## config.mk

```make
export PLATFORM = sky130hd
export DESIGN_NAME = object_table_scanner
export DESIGN_NICKNAME = d
export VERILOG_FILES = /design/src/rtl/object_table_scanner.sv
export SDC_FILE = /design/constraint.sdc
export NUM_CORES = 1
export LEC_CHECK = 0
export ABC_AREA = 1
export BUFFER_PORTS_ARGS = -buffer_cell sky130_fd_sc_hd__buf_2
export CORE_ASPECT_RATIO = 0.6
export CORE_MARGIN = 3
export CORE_UTILIZATION = 25
export CTS_CLUSTER_DIAMETER = 150
export DETAILED_ROUTE_END_ITERATION = 7
export GPL_ROUTABILITY_DRIVEN = 0
export SYNTH_ARGS = -nofsm -noshare
export SYNTH_HDL_FRONTEND = slang
export SYNTH_SLANG_ARGS = --single-unit
```

## constraint.sdc

```tcl
create_clock -name clk -period 2.34 [get_ports clk]
set_input_delay 0.585 -clock clk [delete_from_list [all_inputs] [get_ports clk]]
set_output_delay 0.585 -clock clk [all_outputs]
set_load 0.05 [all_outputs]
```

## src/rtl/object_table_scanner.sv

```systemverilog
// End-of-frame sweep over connected-component labels: looks up each label's stats,
// drops objects under the area threshold and streams the survivors over valid/ready.
module object_table_scanner #(
  parameter int LABEL_W    = 8,
  parameter int LOC_W      = 11,
  parameter int LOOKUP_LAT = 1
) (
  input  logic               clk,
  input  logic               reset,
  input  logic               start,
  input  logic [LABEL_W-1:0] num_labels,
  input  logic [LOC_W-1:0]   min_area,
  output logic [LABEL_W-1:0] obj_id,
  input  logic [LOC_W-1:0]   obj_area,
  input  logic [LOC_W-1:0]   obj_x,
  input  logic [LOC_W-1:0]   obj_y,
  output logic               rec_valid,
  input  logic               rec_ready,
  output logic [LABEL_W-1:0] rec_id,
  output logic [LOC_W-1:0]   rec_area,
  output logic [LOC_W-1:0]   rec_x,
  output logic [LOC_W-1:0]   rec_y,
  output logic [LABEL_W-1:0] rec_count,
  output logic               busy,
  output logic               done
);

  localparam int CNT_W = (LOOKUP_LAT > 1) ? $clog2(LOOKUP_LAT) : 1;
  localparam logic [CNT_W-1:0] SAMPLE_AT = CNT_W'(LOOKUP_LAT - 1);

  typedef enum logic [1:0] {
    IDLE,
    LOOKUP,
    EMIT,
    DONE
  } state_t;

  state_t             state_q, state_d;
  logic [LABEL_W-1:0] obj_id_q, obj_id_d;
  logic [LABEL_W-1:0] n_q, n_d;
  logic [LOC_W-1:0]   min_area_q, min_area_d;
  logic [CNT_W-1:0]   wait_q, wait_d;
  logic               rec_valid_q, rec_valid_d;
  logic [LABEL_W-1:0] rec_id_q, rec_id_d;
  logic [LOC_W-1:0]   rec_area_q, rec_area_d;
  logic [LOC_W-1:0]   rec_x_q, rec_x_d;
  logic [LOC_W-1:0]   rec_y_q, rec_y_d;
  logic [LABEL_W-1:0] rec_count_q, rec_count_d;

  logic qualifies;
  logic last_label;

  assign qualifies  = (obj_area != '0) && (obj_area >= min_area_q);
  // Compared before incrementing so a full 8-bit label range never wraps obj_id.
  assign last_label = (obj_id_q == n_q);

  always_comb begin
    state_d     = state_q;
    obj_id_d    = obj_id_q;
    n_d         = n_q;
    min_area_d  = min_area_q;
    wait_d      = wait_q;
    rec_valid_d = rec_valid_q;
    rec_id_d    = rec_id_q;
    rec_area_d  = rec_area_q;
    rec_x_d     = rec_x_q;
    rec_y_d     = rec_y_q;
    rec_count_d = rec_count_q;

    case (state_q)
      IDLE: begin
        if (start) begin
          n_d         = num_labels;
          min_area_d  = min_area;
          rec_count_d = '0;
          if (num_labels != '0) begin
            obj_id_d = LABEL_W'(1);
            wait_d   = '0;
            state_d  = LOOKUP;
          end else begin
            state_d = DONE;
          end
        end
      end

      LOOKUP: begin
        wait_d = wait_q + CNT_W'(1);
        if (wait_q == SAMPLE_AT) begin
          if (qualifies) begin
            rec_id_d    = obj_id_q;
            rec_area_d  = obj_area;
            rec_x_d     = obj_x;
            rec_y_d     = obj_y;
            rec_valid_d = 1'b1;
            state_d     = EMIT;
          end else if (last_label) begin
            state_d = DONE;
          end else begin
            obj_id_d = obj_id_q + LABEL_W'(1);
            wait_d   = '0;
          end
        end
      end

      EMIT: begin
        if (rec_ready) begin
          rec_valid_d = 1'b0;
          rec_count_d = rec_count_q + LABEL_W'(1);
          if (last_label) begin
            state_d = DONE;
          end else begin
            obj_id_d = obj_id_q + LABEL_W'(1);
            wait_d   = '0;
            state_d  = LOOKUP;
          end
        end
      end

      DONE: begin
        state_d = IDLE;
      end

      default: begin
        state_d = IDLE;
      end
    endcase
  end

  always_ff @(posedge clk) begin
    if (reset) begin
      state_q     <= IDLE;
      obj_id_q    <= '0;
      n_q         <= '0;
      min_area_q  <= '0;
      wait_q      <= '0;
      rec_valid_q <= 1'b0;
      rec_id_q    <= '0;
      rec_area_q  <= '0;
      rec_x_q     <= '0;
      rec_y_q     <= '0;
      rec_count_q <= '0;
    end else begin
      state_q     <= state_d;
      obj_id_q    <= obj_id_d;
      n_q         <= n_d;
      min_area_q  <= min_area_d;
      wait_q      <= wait_d;
      rec_valid_q <= rec_valid_d;
      rec_id_q    <= rec_id_d;
      rec_area_q  <= rec_area_d;
      rec_x_q     <= rec_x_d;
      rec_y_q     <= rec_y_d;
      rec_count_q <= rec_count_d;
    end
  end

  assign obj_id    = obj_id_q;
  assign rec_valid = rec_valid_q;
  assign rec_id    = rec_id_q;
  assign rec_area  = rec_area_q;
  assign rec_x     = rec_x_q;
  assign rec_y     = rec_y_q;
  assign rec_count = rec_count_q;
  assign busy      = (state_q != IDLE);
  assign done      = (state_q == DONE);

endmodule
```

# Word level (Yosys, flattened, before mapping)
# Cells that the tools add are included.
op_classes:
  mul: 0
  n_div: 0
  mux: 30
  n_bitwise: 1
  shift: 0
  order_cmp: 1
  reduce_logical: 15
  n_addsub: 3
  eq_ne: 12
op_table:
  columns: ["op", "count"]
  rows:
  - ["8-bit 2-to-1 mux", 8]
  - ["8-bit one-hot mux with 3 select lines", 1]
  - ["8-bit by 1-bit adder with 8-bit output, second input constant", 2]
  - ["8-bit one-hot mux with 2 select lines", 1]
  - ["2-bit 2-to-1 mux", 7]
  - ["2-bit inequality test, second input constant", 7]
  - ["11-bit greater-or-equal comparator", 1]
  - ["11-bit nonzero test", 1]
  - ["1-bit 2-to-1 mux", 10]
  - ["8-bit equality test", 1]
  - ["2-bit one-hot mux with 4 select lines", 1]
  - ["4-bit AND reduction", 2]
  - ["8-bit nonzero test", 1]
  - ["3-bit AND reduction", 2]
  - ["6-bit AND reduction", 1]
  - ["2-bit nonzero test", 3]
  - ["5-bit AND reduction", 1]
  - ["2-bit equality test, second input constant", 2]
  - ["3-bit inequality test, second input constant", 1]
  - ["1-bit one-hot mux with 3 select lines", 1]
  - ["3-bit nonzero test", 1]
  - ["2-bit by 1-bit equality test with 1-bit output, second input constant", 1]
  - ["2-bit zero test", 1]
  - ["1-bit one-hot mux with 2 select lines", 1]
  - ["4 further kinds", 4]
word_totals:
  output_inout_bits: 60
  latchBits: 0
  mem_bits_rw: 0
  romBits: 0
  mem_count: 0
  ff_bits: 80
  elab_cells: 73
  input_bits: 56

# Longest topological paths before layout
depth:
  ltp_word: 5
  mapped_depth: 16
  depth_no_buf: 16

# Worst setup path before layout
# No wires, ideal clock.
synth_path:
  kind: "input -> register"
  startpoint: "input obj_area[6]"
  endpoint: "register rec_area_q[0], in the netlist rec_area[0]"
  stages: 15
  required_time_ps: 2208
  n_path_buf: 1
  arrival_ps: 1873
  path_slack_ps: 335
  setup_time_ps: 132
  path_cell_list: "ha_1 > nand2_1 > inv_2 > nand2_1 > nor2_1 > nand2_1 > nand2_1 > nor2_2 > nor2_4 > nand2_4 > inv_4 > nand2_4 > buf_6 > nand2_1 > a21oi_1"
synth_between:
  elab_chain_len: 3
  elab_cells_between_ends: 4
  classes_between: "1 x order compare; 3 x reduce/logical"
synth_lines:
  columns: ["item", "line", "text"]
  rows:
  - ["start, declared", "14", "input logic [LOC_W-1:0] obj_area,"]
  - ["11-bit greater-or-equal comparator / 11-bit nonzero test (equally long branches)", "53", "assign qualifies = (obj_area != '0) && (obj_area >= min_area_q);"]
  - ["1-bit logical AND (*)", "53", null]
  - ["3-bit AND reduction (no source line) (*)", null, null]
  - ["end signal, assigned", "150", "rec_area_q <= rec_area_d;"]
  - ["end, declared", "45", "logic [LOC_W-1:0] rec_area_q, rec_area_d;"]
# Every way passes the cells marked *; elsewhere a longest branch is shown, timed or not.
# A chain may end at the register's enable or synchronous reset.

# Final worst setup path
layout_path:
  startpoint: "register state_q[0]"
  endpoint: "output busy"
layout_between:
  elab_chain_len: 1
layout_lines:
  columns: ["item", "line", "text"]
  rows:
  - ["start, declared", "38", "state_t state_q, state_d;"]
  - ["start signal, assigned", "143", "state_q <= state_d;"]
  - ["2-bit nonzero test", "164", "assign busy = (state_q != IDLE);"]
  - ["end, declared", "24", "output logic busy,"]
# No other way between the ends.

==> flow_metrics.tcl <==
set metrics [dict create \
    end_kind "primary output" \
    yosysWarnings 0 \
    synth_enable_flop_cells 0 \
    root_buffer "clkbuf_16" \
    yosysSeqAreaShare_pct 41.59 \
    worst_slew_pin_slew_ns 0.5328 \
    synth_flop_cell "dfxtp_1" \
    setup_viols_final 0 \
    post-place-ws_ns 0.02030 \
    power-per-cell-area_nw_per_um2 1175 \
    drv.max_cap_violation_count 0 \
    overflow 0 \
    cpPeakStageDelay_ns 0.39 \
    worstPathArrival_ns 1.62 \
    detailroute.via_count 3701 \
    clock_latency_ns 0.34 \
    number_of_hold_slack_violations_in_the_final_timing_report 0 \
    total_nets_after_synthesis 596 \
    postSynth.asyncResetShare_pct 0 \
    syn-cell-area_sq_um 3851 \
    setup_repair_after_global_routing_missed_its_margin "no" \
    skew_ns 0.01244 \
    h-tree-depth 3 \
    crit_type "reg -> out" \
    drt_pre_antenna_iters 4 \
    period_share_pct 94.36 \
    num_antenna_cells 0 \
    antenna_violating_nets_post_route 0 \
    cts.repair_timing.setup_buffer_count 0 \
    placementRows 34 \
    count_of_final_max_slew_check_failures 0 \
    power.share.switching_pct 45.02 \
    numCtsBuffers 9 \
    hp-class "reg -> reg" \
    fin_setup_tns_ns 0 \
    critical_path.slowest_cell "dfxtp_1" \
    numPlacedInstances 827 \
    pwr-share-clk_pct 23.5 \
    critPathTopFamily "buffers and inverters" \
    status "finished, final reports clean" \
    cts-hold-fix-buffers 0 \
    grt_max_degree 50 \
    core_region_area_sq_um 14760 \
    clkSinkCount 80 \
    worst_path_required_ns 1.75 \
    power.leakage_nw 2.212 \
    drt_wl_total_um 11400 \
    grt_antenna_before_repair 0 \
    detail_route.wl_per_cell_um 13.52 \
    switching_power_mw 2.630 \
    residual_drc 0 \
    power_frac_seq_pct 30.9 \
    finish.net_count 713 \
    synthesis.instances 523 \
    fin_worst_hold_slack_ns 0.4580 \
    synth-seq-cells 80 \
    avgSynthCellArea_sq_um 7.364 \
    cts_buffer_depth 2 \
    worst-path-buf-inv 4 \
    critPathMaxFanout 4 \
    post_route_cells_drive_above_1_share_pct 25.89 \
    syn2layout_area_growth_pct 29.11 \
    synth.distinct_cells 33 \
    tritoncts "built" \
    grt_pass1_wl_um 17980 \
    final_cell_count_no_fill 843 \
    start_util_pct 26.09 \
    place.port_buffers 115 \
    layout_min_cycle_time_ns 2.208 \
    final_worst_setup_slack_ns 0.1321 \
    post_cts.resized_instances 0 \
    vias_per_cell 4.390 \
    dp.final_hpwl_um 8577 \
    global_route.usage.total_pct 13.42 \
    comb_power_share_pct 45.6 \
    die_area_sq_um 16980 \
    ios 116 \
    cellInternalPower_mw 3.212 \
    cts.clk_slew.worst_paths_ns 0.07 \
    ir_worst_vdd_mv 0.4983 \
    achievable-frequency_mhz 452.9 \
    die-width_um 166.2 \
    initialDrtViolationCount 257 \
    first_global_vias 3293 \
    cp_cell_sequence "inv_1 > ha_1 > inv_2 > buf_4 > buf_2" \
    critPathLaunchType "flip-flop" \
    die_h_um 102.1 \
    relSlewSlack_pct 64.48 \
]
power by group through the flow:
| stage | combinational [mW] | sequential [mW] | clock (mW) |
|---|---|---|---|
| after floorplan | 1.51 | 2.31 | 0 |
| after global placement | 2.66 | 1.83 | 0 |
| after detailed placement | 2.66 | 1.83 | 0 |
| after CTS | 2.67 | 1.80 | 1.42 |
| after global routing | 2.93 | 1.84 | 1.47 |
| final | 2.67 | 1.80 | 1.37 |
cell families after synthesis:
| logic type | after synthesis | synth area share [%] |
|---|---|---|
| flip-flops | 80 | 41.59 |
| buffers and inverters | 78 | 9.552 |
| AO/OA/AOI/OAI | 100 | 13.39 |
| AND/OR/NAND/NOR | 237 | 27.45 |
| adder cells (fa/ha/maj) | 17 | 5.523 |
| XOR/XNOR | 11 | 2.502 |
per-stage QoR:
stage | util [%] | total power, mW | area (sq um)
finish | 33.68 | 5.842 | 4972
global placement | 31.72 | 4.492 | 4682
detailed placement | 31.72 | 4.491 | 4682
floorplan | - | 3.820 | 3851
global route | 33.68 | 6.237 | 4972
CTS | 33.68 | 5.896 | 4972
path summary, 6_finish.rpt:
check                           slack, ns           to  cells after the start         from
worst min-delay path                 0.46  rec_area[5]                      2  rec_area[5]
worst max register to register       0.27    obj_id[1]                     12   state_q[0]
worst max-delay path                 0.13         busy                      5   state_q[0]
worst min register to register       0.46  rec_area[5]                      2  rec_area[5]
flip-flops by register name, indices dropped and copies added (netlist names), 2 cells and up:
name	flops
rec_y	11
n_q	8
rec_area	11
obj_id	8
rec_id	8
state_q	2
rec_x	11
rec_count	8
min_area_q	11
cell usage after synthesis, types with 3 or more instances:
library cell,count,area [sq um]
a21oi_1,68,340.3
buf_2,4,20.02
buf_6,9,101.4
clkbuf_1,12,45.04
dfxtp_1,80,1602
ha_1,17,212.7
inv_1,44,165.2
inv_2,5,18.77
nand2_1,105,394.1
nand3_1,59,295.3
nand4_1,3,18.77
nor2_1,48,180.2
nor2_4,3,33.78
nor3_1,4,20.02
nor3b_1,5,37.54
o21ai_0,24,120.1
o21ai_1,3,15.01
xnor2_1,8,70.07
xor2_1,3,26.28
layout make-up:
type / count / area (sq um)
inverter: 52 / 197.7
tap: 198 / 247.7
fill: 1598 / 9789
multi-input combinational: 365 / 1882
clock buffer: 10 / 239.0
clock inverter: 6 / 51.30
sequential: 80 / 1602
timing repair buffer: 132 / 753.2
cells in the final DEF, fill, tap and decap left out, types with 3 or more instances in the layout:
cell | netlist | layout
buf_2 | 4 | 115
nand2_1 | 105 | 105
dfxtp_1 | 80 | 80
a21oi_1 | 68 | 68
nand3_1 | 59 | 59
nor2_1 | 48 | 48
inv_1 | 44 | 44
o21ai_0 | 24 | 24
ha_1 | 17 | 17
buf_4 | 0 | 13
clkbuf_16 | 0 | 9
xnor2_1 | 8 | 8
inv_2 | 5 | 5
nor3b_1 | 5 | 5
nor3_1 | 4 | 4
buf_12 | 0 | 4
nand4_1 | 3 | 3
nor2_4 | 3 | 3
xor2_1 | 3 | 3
o21ai_1 | 3 | 3
clkinvlp_4 | 0 | 3
worst reg2reg max path, stage by stage (launching register included):
cell and delay, ns:
dfxtp_1 0.39, inv_1 0.11, ha_1 0.30, nand2_1 0.13
nand2_1 0.09, inv_2 0.10, nand2_1 0.08, nor2_1 0.13
nand2_1 0.11, nor2_4 0.10, nand2_2 0.15, o21ai_0 0.20
nor2_1 0.07
layer usage:
layer | share of wire, % | track usage (%) | vias up
met5 | 0 | 0 | -
met4 | 0.32 | 3.042 | 0
met3 | 8.6 | 4.986 | 2
met2 | 36 | 16.92 | 122
met1 | 55 | 20.95 | 1641
li1 | - | - | 1936
Power figures use the tool's default switching activity.
